File: config.mk
export PLATFORM = sky130hd
export DESIGN_NAME = chunked_seq_adder
export DESIGN_NICKNAME = d
export VERILOG_FILES = /design/src/rtl/adder_pkg.sv /design/src/rtl/chunk_rca.sv /design/src/rtl/chunked_seq_adder.sv
export SDC_FILE = /design/constraint.sdc
export NUM_CORES = 1
export LEC_CHECK = 0
export BUFFER_PORTS_ARGS = -buffer_cell sky130_fd_sc_hd__buf_2
export CELL_PAD_IN_SITES_DETAIL_PLACEMENT = 1
export CELL_PAD_IN_SITES_GLOBAL_PLACEMENT = 1
export CORE_MARGIN = 5
export CORE_UTILIZATION = 40
export DETAILED_ROUTE_END_ITERATION = 8
export PLACE_DENSITY = 0.89
export SYNTH_ARGS = -nofsm -noshare
export SYNTH_HDL_FRONTEND = slang
export SYNTH_SLANG_ARGS = --single-unit
File: constraint.sdc
create_clock -name clk -period 9.7 [get_ports clk]
set_input_delay 1.94 -clock clk [delete_from_list [all_inputs] [get_ports clk]]
set_output_delay 1.94 -clock clk [all_outputs]
set_load 0.005 [all_outputs]
File: src/rtl/adder_pkg.sv
// Shared defaults and FSM state type for the chunked sequential adder.
package adder_pkg;
    localparam int WIDTH_DEFAULT = 64;
    localparam int CHUNK_DEFAULT = 16;

    typedef enum logic [1:0] {
        IDLE,
        ADD,
        DONE
    } add_state_t;
endpackage

File: src/rtl/chunk_rca.sv
// Combinational CHUNK-bit ripple-carry adder built from a full-adder chain.
// The carry into the MSB is exposed only when CHUNKED_ADDER_OVF_EN is defined.
module chunk_rca #(
    parameter int CHUNK = 16
) (
    input  logic [CHUNK-1:0] a,
    input  logic [CHUNK-1:0] b,
    input  logic             c_in,
    output logic [CHUNK-1:0] sum,
    output logic             c_out
`ifdef CHUNKED_ADDER_OVF_EN
    ,
    output logic             c_msb
`endif
);
    logic [CHUNK:0] c;

    assign c[0] = c_in;

    for (genvar i = 0; i < CHUNK; i++) begin : g_fa
        assign sum[i]   = a[i] ^ b[i] ^ c[i];
        assign c[i+1]   = (a[i] & b[i]) | (c[i] & (a[i] ^ b[i]));
    end

    assign c_out = c[CHUNK];
`ifdef CHUNKED_ADDER_OVF_EN
    assign c_msb = c[CHUNK-1];
`endif
endmodule

File: src/rtl/chunked_seq_adder.sv
// Sequential WIDTH-bit adder, one CHUNK slice per cycle; result valid NCHUNK cycles after accept.
// Accepts only in IDLE, holds sum/c_out in DONE until out_ready. CHUNKED_ADDER_OVF_EN adds ovf.
module chunked_seq_adder
    import adder_pkg::*;
#(
    parameter int WIDTH = WIDTH_DEFAULT,
    parameter int CHUNK = CHUNK_DEFAULT
) (
    input  logic             clk,
    input  logic             rst,
    input  logic             in_valid,
    output logic             in_ready,
    input  logic [WIDTH-1:0] a,
    input  logic [WIDTH-1:0] b,
    input  logic             c_in,
    output logic             out_valid,
    input  logic             out_ready,
    output logic [WIDTH-1:0] sum,
    output logic             c_out,
    output logic             busy
`ifdef CHUNKED_ADDER_OVF_EN
    ,
    output logic             ovf
`endif
);
    localparam int NCHUNK = WIDTH / CHUNK;
    localparam int IDXW   = (NCHUNK > 1) ? $clog2(NCHUNK) : 1;
    localparam logic [IDXW-1:0] LAST_IDX = IDXW'(NCHUNK - 1);

    if (WIDTH % CHUNK != 0) begin : g_bad_chunk
        $error("chunked_seq_adder: WIDTH must be a multiple of CHUNK");
    end

    add_state_t        state_q;
    logic [IDXW-1:0]   idx_q;
    logic [WIDTH-1:0]  a_q, b_q, sum_q;
    logic              carry_q, c_out_q, out_valid_q;

    logic [CHUNK-1:0]  slice_a_d, slice_b_d, slice_sum_d;
    logic              slice_cout_d;

    assign slice_a_d = a_q[idx_q*CHUNK +: CHUNK];
    assign slice_b_d = b_q[idx_q*CHUNK +: CHUNK];

`ifdef CHUNKED_ADDER_OVF_EN
    logic slice_cmsb_d;
    logic ovf_q;
`endif

    chunk_rca #(.CHUNK(CHUNK)) u_rca (
        .a     (slice_a_d),
        .b     (slice_b_d),
        .c_in  (carry_q),
        .sum   (slice_sum_d),
        .c_out (slice_cout_d)
`ifdef CHUNKED_ADDER_OVF_EN
        ,
        .c_msb (slice_cmsb_d)
`endif
    );

    always_ff @(posedge clk) begin
        if (rst) begin
            state_q     <= IDLE;
            idx_q       <= '0;
            a_q         <= '0;
            b_q         <= '0;
            carry_q     <= 1'b0;
            sum_q       <= '0;
            c_out_q     <= 1'b0;
            out_valid_q <= 1'b0;
`ifdef CHUNKED_ADDER_OVF_EN
            ovf_q       <= 1'b0;
`endif
        end else begin
            case (state_q)
                IDLE: begin
                    if (in_valid) begin
                        a_q     <= a;
                        b_q     <= b;
                        carry_q <= c_in;
                        idx_q   <= '0;
                        state_q <= ADD;
                    end
                end
                ADD: begin
                    sum_q[idx_q*CHUNK +: CHUNK] <= slice_sum_d;
                    carry_q <= slice_cout_d;
                    if (idx_q == LAST_IDX) begin
                        idx_q       <= '0;
                        c_out_q     <= slice_cout_d;
                        out_valid_q <= 1'b1;
                        state_q     <= DONE;
`ifdef CHUNKED_ADDER_OVF_EN
                        // Signed overflow: carry into the sign bit disagrees with carry out of it.
                        ovf_q       <= slice_cmsb_d ^ slice_cout_d;
`endif
                    end else begin
                        idx_q <= idx_q + 1'b1;
                    end
                end
                DONE: begin
                    if (out_ready) begin
                        out_valid_q <= 1'b0;
                        state_q     <= IDLE;
                    end
                end
                default: state_q <= IDLE;
            endcase
        end
    end

    assign in_ready  = (state_q == IDLE);
    assign busy      = (state_q != IDLE);
    assign out_valid = out_valid_q;
    assign sum       = sum_q;
    assign c_out     = c_out_q;
`ifdef CHUNKED_ADDER_OVF_EN
    assign ovf       = ovf_q;
`endif
endmodule

# Word-level counts from Yosys, hierarchy flattened
# Cells that the tools add are included.
[totals] ff_bits=199 output_inout_bits=68 wordCells=122
[classes] add_sub_neg=2 n_eq_ne=6 n_shift=4 muxes=13 bitwise_logic=80 reduce_logical=9
[ops] op="indexed part select 64 x 7 -> 16 bit" n=2
[ops] op="bitwise mux 64 bit" n=1
[ops] op="variable shift 16 x 34 -> 64 bit, first input constant" n=1
[ops] op="indexed part select 16 x 34 -> 64 bit" n=1
[ops] op="negator 6 -> 34 bit" n=1
[ops] op="bitwise AND 1 bit" n=32
[ops] op="bitwise XOR 1 bit" n=32
[ops] op="OR 1 bit" n=16
[ops] op="two-way mux 2 bit" n=5
[ops] op="inequality test 2 bit, second input constant" n=3
[ops] op="case mux 2 bit (3 select lines)" n=1
[ops] op="AND reduction 2 bit" n=3
[ops] op="AND reduction 3 bit" n=2
[ops] op="nonzero test 2 bit" n=3
[ops] op="equality test 2 bit, second input constant" n=2
[ops] op="case mux 1 bit (2 select lines)" n=2
[ops] op="case mux 2 bit (2 select lines)" n=1
[ops] op="two-way mux 1 bit" n=3
[ops] op="adder 2 x 1 -> 2 bit, second input constant" n=1
[ops] op="equality test 2 x 1 -> 1 bit, second input constant" n=1
[ops] op="zero test 2 bit" n=1

# Longest topological paths before layout
[logic_depth] word_depth=35 depth_mapped=24 depth_no_buf=21

# Modules after synthesis
# From an unflattened synthesis, not the netlist that was laid out.
[hier_totals] cells_unflattened=925 area_unflattened_um2=8252.9
[by_module_without_submodules] module="chunked_seq_adder" instances=1 cells_per_inst=899 area_each_um2=7895.1
[by_module_without_submodules] module="chunk_rca" instances=1 cells_per_inst=26 area_each_um2=357.8

# Worst setup path after synthesis
# OpenSTA, ideal clock, no wires.
[synth_path] kind="reg-to-reg" start="register idx_q[1]" end="register sum_q[15], in the netlist sum[15]" setup_ps=117 arrival_time_ps=6961 path_slack_ps=2622 stages_incl_launch_ff=24 period_less_slack_ps=7078 cell_sequence="dfxtp_1 > buf_4 > buf_4 > buf_2 > mux4_2 > inv_1 > fa_1 > fa_1 > fa_1 > fa_1 > fa_1 > fa_1 > fa_1 > fa_1 > fa_1 > fa_1 > fa_1 > fa_1 > inv_1 > fa_1 > fa_1 > fa_1 > fa_1 > a22o_1"
[synth_between] elab_chain_cells=35 elab_cells_between_ends=83 classes_between="add/sub (1); shift (4); mux (1); bitwise (77)"
[synth_rtl] item="start: declaration" line_no="chunked_seq_adder.sv:35" rtl="logic [IDXW-1:0] idx_q;"
[synth_rtl] item="start signal: assignment" line_no="chunked_seq_adder.sv:99" rtl="idx_q <= idx_q + 1'b1;"
[synth_rtl] item="indexed part select 64 x 7 -> 16 bit, on equally long branches" line_no="chunked_seq_adder.sv:42, chunked_seq_adder.sv:43"
[synth_rtl] item="bitwise XOR 1 bit" line_no="chunk_rca.sv:21, chunk_rca.sv:22"
[synth_rtl] item="bitwise AND 1 bit" line_no="chunk_rca.sv:22" rtl="assign c[i+1] = (a[i] & b[i]) | (c[i] & (a[i] ^ b[i]));"
[synth_rtl] item="OR 1 bit" line_no="chunk_rca.sv:22"
[synth_rtl] item="bitwise AND 1 bit" line_no="chunk_rca.sv:22"
[synth_rtl] item="OR 1 bit" line_no="chunk_rca.sv:22"
[synth_rtl] item="bitwise AND 1 bit" line_no="chunk_rca.sv:22"
[synth_rtl] item="OR 1 bit" line_no="chunk_rca.sv:22"
[synth_rtl] item="[19 not listed]"
[synth_rtl] item="OR 1 bit" line_no="chunk_rca.sv:22"
[synth_rtl] item="bitwise AND 1 bit" line_no="chunk_rca.sv:22"
[synth_rtl] item="OR 1 bit" line_no="chunk_rca.sv:22"
[synth_rtl] item="bitwise AND 1 bit" line_no="chunk_rca.sv:22"
[synth_rtl] item="OR 1 bit" line_no="chunk_rca.sv:22"
[synth_rtl] item="bitwise XOR 1 bit" line_no="chunk_rca.sv:21" rtl="assign sum[i] = a[i] ^ b[i] ^ c[i];"
[synth_rtl] item="indexed part select 16 x 34 -> 64 bit" line_no="chunked_seq_adder.sv:87" rtl="sum_q[idx_q*CHUNK +: CHUNK] <= slice_sum_d;"
[synth_rtl] item="bitwise mux 64 bit (*)" line_no="chunked_seq_adder.sv:87"
[synth_rtl] item="end signal: indexed assignment" line_no="chunked_seq_adder.sv:87"
[synth_rtl] item="end: declaration" line_no="chunked_seq_adder.sv:36" rtl="logic [WIDTH-1:0] a_q, b_q, sum_q;"
# Every way passes the cells marked *; elsewhere a longest branch is shown, timed or not.
# A chain may end at the register's enable or synchronous reset.

# Worst setup path in the final report
[layout_path] start="register idx_q[1]" end="register carry_q"
[layout_between] elab_chain_cells=35 elab_cells_between_ends=67 classes_between="shift (2); mux (1); bitwise (64)"
[layout_rtl] item="indexed part select 64 x 7 -> 16 bit, on equally long branches" line_no="chunked_seq_adder.sv:42, chunked_seq_adder.sv:43"
[layout_rtl] item="bitwise XOR 1 bit" line_no="chunk_rca.sv:22"
[layout_rtl] item="bitwise AND 1 bit" line_no="chunk_rca.sv:22"
[layout_rtl] item="OR 1 bit" line_no="chunk_rca.sv:22"
[layout_rtl] item="bitwise AND 1 bit" line_no="chunk_rca.sv:22"
[layout_rtl] item="OR 1 bit" line_no="chunk_rca.sv:22"
[layout_rtl] item="bitwise AND 1 bit" line_no="chunk_rca.sv:22"
[layout_rtl] item="OR 1 bit" line_no="chunk_rca.sv:22"
[layout_rtl] item="[20 not listed]"
[layout_rtl] item="bitwise AND 1 bit" line_no="chunk_rca.sv:22"
[layout_rtl] item="OR 1 bit" line_no="chunk_rca.sv:22"
[layout_rtl] item="bitwise AND 1 bit" line_no="chunk_rca.sv:22"
[layout_rtl] item="OR 1 bit" line_no="chunk_rca.sv:22"
[layout_rtl] item="bitwise AND 1 bit" line_no="chunk_rca.sv:22"
[layout_rtl] item="OR 1 bit (*)" line_no="chunk_rca.sv:22"
[layout_rtl] item="named net slice_cout_d" line_no="chunked_seq_adder.sv:40" rtl="logic slice_cout_d;"
[layout_rtl] item="case mux 1 bit (2 select lines) (*)" line_no="chunked_seq_adder.sv:76" rtl="case (state_q)"
[layout_rtl] item="end signal: assignment" line_no="chunked_seq_adder.sv:81" rtl="carry_q <= c_in;"
[layout_rtl] item="end signal: assignment" line_no="chunked_seq_adder.sv:88" rtl="carry_q <= slice_cout_d;"
[layout_rtl] item="end: declaration" line_no="chunked_seq_adder.sv:37" rtl="logic carry_q, c_out_q, out_valid_q;"
# The timed path passes the listed nets; every way through them passes the cells marked *.

==> impl_metrics.csv <==
group,metric,value,unit
logic_synthesis,ys_seq_elements,199,
sta,fmax,134,MHz
floorplan,rows,52,
floorplan,io_pins,201,
critical_path,cp.required,9.99,ns
global_routing,grt_busiest_layer,"met2",
logic_synthesis,ys.flop_type,"dfxtp_1",
critical_path,worstSetupStartpointType,"flop",
global_routing,grt_overflow,0,
logic_synthesis,synth_top_area_share,48.6,%
logic_synthesis,synth_edf_count,0,
global_routing,grt_pass1_vias,7255,
pwr,peakVddDrop,0.111,mV
pwr,power_frac_seq,49.2,%
clock_tree,cts_tree,"yes",
placement,io_buffers,200,
logic_synthesis,yosysWarningCount,0,
drt,vias,6780,
critical_path,setup.worst_path.start,"idx_q[1]",
cells_and_area,final-instance-count-excl-fill,1300,
floorplan,coreArea,0.0202,mm²
global_routing,grt_use_met2,37.7,%
placement,dpl_cell_area,0.00915,mm²
clock_tree,postCtsHoldBufs,0,
global_routing,antenna_found_initial,3,
global_routing,grt_usage,21.7,%
min_path,min_delay_path_depth,2,
cells_and_area,drive_above_1_share,27.1,%
clock_tree,clock_sinks,199,
critical_path,reg2reg_from,"idx_q[1]",
pwr,p_leak,3.89,nW
clock_tree,clock_tree.buffer_depth,2,
sta,min_period_over_period,77.1,%
cells_and_area,fin_area,0.00973,mm²
placement,gp_congestion,0.795,
logic_synthesis,syn_inst,856,
clock_tree,cts_root_buf,"clkbuf_16",
sta,fin_setup_tns,0,ns
status,status,"complete, no violations",
min_path,worst_hold_path_type,"reg -> reg",
placement,dp_hpwl,18800,µm
floorplan,chipHeight,153,µm
critical_path,cp-end-kind,"flop",
drt,first_pass_iters,5,
clock_tree,numCtsBuffers,17,
logic_synthesis,yosysUniqueCellTypes,39,
logic_synthesis,ys_seq_area_share,48.6,%
sta,finalSetupViolCount,0,
drt,routedWlPerCell,19.9,µm
global_routing,grt_use_met1,26.9,%
pwr,combinationalPowerShare,11.3,%
logic_synthesis,syn_area_per_cell,9.58,µm²
floorplan,die_w,153,µm
placement,dp.cells,1267,
drt,avgViaCountPerCell,5.22,
logic_synthesis,ys_async_sr_fraction,0,%
drt,drt-total-wl,25800,µm
drt,ant_nets,0,
sta,worstMarginPinSlew,1.03,ns
clock_tree,clk_pin_slew_worst_paths,0.07,ns
critical_path,reg2reg_slack,2.22,ns
cells_and_area,fillCellCount,2363,
clock_tree,cts_resized,0,
floorplan,dieArea,0.0235,mm²
pwr,clock_power_share,39.4,%
drt,drt_iter0_markers,410,
global_routing,grt_pass1_wl,40200,µm
drt,route.detailed.drc,0,
global_routing,met3_usage,4.61,%
critical_path,ff2ff_path_depth,21,
min_path,hold_path_end,"b_q[8]",
pwr,switchingPower,0.461,mW
cells_and_area,area_growth,18.6,%
job,cap_violations,0,
pwr,p_sw_share,25.9,%
critical_path,rr_endpoint,"carry_q",
clock_tree,h-tree-depth,4,
sta,period_minus_slack,7.48,ns
logic_synthesis,syn_area,0.00820,mm²
floorplan,initial_core_util,40.5,%
sta,skew,0.0112,ns
sta,hold_viol,0,
clock_tree,clk_latency,0.44,ns
critical_path,crit_type,"reg -> reg",
critical_path,worst_ep_arrival_time,7.77,ns
critical_path,worst-path-max-fanout,23,
clock_tree,post_cts_buffers,0,
logic_synthesis,synth_area_leaders,"dfxtp_1 (49%), nand2_1 (12%), mux4_2 (8.8%)",
sta,slew_headroom,31.0,%
logic_synthesis,synth_largest_area_cell,"dfxtp_1",
global_routing,grt_max_degree,98,
min_path,min_from,"b_q[8]",
pwr,powerDensity,183,mW/mm²
pwr,intPower,1.32,mW
cells_and_area,num-nets-final,1171,
logic_synthesis,syn_nets,1011,
sta,drv_slew,0,
sta,rsz0062_at_grt,"false",
## through the flow
| step | total power, mW | worst slack, ns | util (%) | hold WS, ns |
|---|---|---|---|---|
| after CTS | 1.79 | 2.24 | 48.1 | 0.457 |
| after global placement | 1.09 | 2.47 | 45.2 | 0.439 |
| after floorplan | 1.02 | 2.62 | - | 0.433 |
| after detailed placement | 1.10 | 2.26 | 45.2 | 0.445 |
| after global routing | 1.85 | 1.97 | 48.1 | 0.475 |
| final | 1.78 | 2.22 | 48.1 | 0.454 |
## logic make-up (layout without fill, tap and decap cells)
family / Yosys count / count (layout) / share of synthesized area (%)
muxes: 34 / 34 / 9.03
buffers and inverters: 108 / 281 / 7.40
adders and majority gates: 22 / 22 / 4.82
and+or+nand+nor: 291 / 291 / 14.7
DFF: 199 / 199 / 48.6
AOI/OAI and AO/OA: 202 / 202 / 15.5
other: 0 / 1 / 0
## synth_stat cells (2+ instances only)
master and instances:
buf_6 17, dfxtp_1 199, a21oi_1 131, buf_4 11
clkbuf_1 11, o32ai_1 12, ha_1 6, mux4_2 32
fa_1 16, nand3_1 5, buf_2 26, a31oi_2 3
o2bb2ai_1 36, a22o_1 12, nand3b_1 3, nand2_1 258
or3_1 2, o21ai_0 4, inv_1 42, nand2b_1 5
nor2_1 5, nor3_1 2, mux2i_1 2
## layout by cell type, fill, tap and decap left out, types with 2 or more instances in the layout
cell type / Yosys / final
fa_1: 16 / 16
mux4_2: 32 / 32
dfxtp_1: 199 / 197
mux2i_1: 2 / 2
clkinvlp_4: 0 / 2
nor2_1: 5 / 5
o2bb2ai_1: 36 / 36
clkbuf_16: 0 / 17
nand3_1: 5 / 5
nand2_1: 258 / 258
a22o_1: 12 / 12
a31oi_2: 3 / 3
nand2b_1: 5 / 5
nand3b_1: 3 / 3
nor3_1: 2 / 2
o21ai_0: 4 / 4
o32ai_1: 12 / 12
a21oi_1: 131 / 131
bufinv_16: 0 / 2
ha_1: 6 / 6
dfxtp_2: 0 / 2
clkinv_2: 0 / 5
clkbuf_1: 11 / 2
clkinv_4: 0 / 2
buf_2: 26 / 199
inv_1: 42 / 42
buf_4: 11 / 7
or3_1: 2 / 2
## flip-flops by register name (all words and copies together) (netlist names)
signal	flops
out_valid	1
c_out	1
state_q	2
sum	64
idx_q	2
carry_q	1
a_q	64
b_q	64
## layer usage
layer / share of wire [%] / up-vias / routed length [µm]
met2: 50 / 205 / 13000
met4: 2.3 / 4 / 591
met5: 0.074 / - / 19
li1: - / 3228 / -
met3: 5.5 / 42 / 1430
met1: 42 / 3301 / 10800
## worst max-delay path, cell delays in order, from the launching register on
cell and delay [ns]:
dfxtp_2 0.77, mux4_2 0.32, inv_1 0.06, fa_1 0.41
fa_1 0.40, fa_1 0.43, fa_1 0.41, fa_1 0.41
fa_1 0.41, fa_1 0.42, fa_1 0.41, fa_1 0.39
fa_1 0.41, fa_1 0.40, fa_1 0.37, inv_1 0.09
fa_1 0.19, fa_1 0.18, fa_1 0.18, fa_1 0.19
nor3b_1 0.06, a2111oi_0 0.42
## worst max path at each step
stage / end / slack [ns] / depth (start not counted)
floorplan: sum[15] / 2.62 / 23
global placement: sum[15] / 2.47 / 20
detailed placement: sum[15] / 2.26 / 20
CTS: sum[15] / 2.24 / 20
global route: carry_q / 1.97 / 21
finish: carry_q / 2.22 / 21
## layout make-up
type	instances	area (µm²)	share of cell area, %
flip-flops and latches	199	3990	41.0
multi-input cells	549	3620	37.2
repair buffers	206	1050	10.8
clock buffers	20	447	4.59
well taps	270	338	3.47
inverters	43	161	1.66
clock inverters	12	126	1.30
diodes	1	2.50	0.0257
## power groups by stage
stage / Sequential (mW) / Combinational [mW] / Clock, mW
global placement: 0.892 / 0.194 / 0
floorplan: 0.883 / 0.140 / 0
CTS: 0.877 / 0.203 / 0.710
detailed placement: 0.894 / 0.201 / 0
finish: 0.876 / 0.202 / 0.702
global route: 0.880 / 0.222 / 0.744
Power figures use the tool's default switching activity.
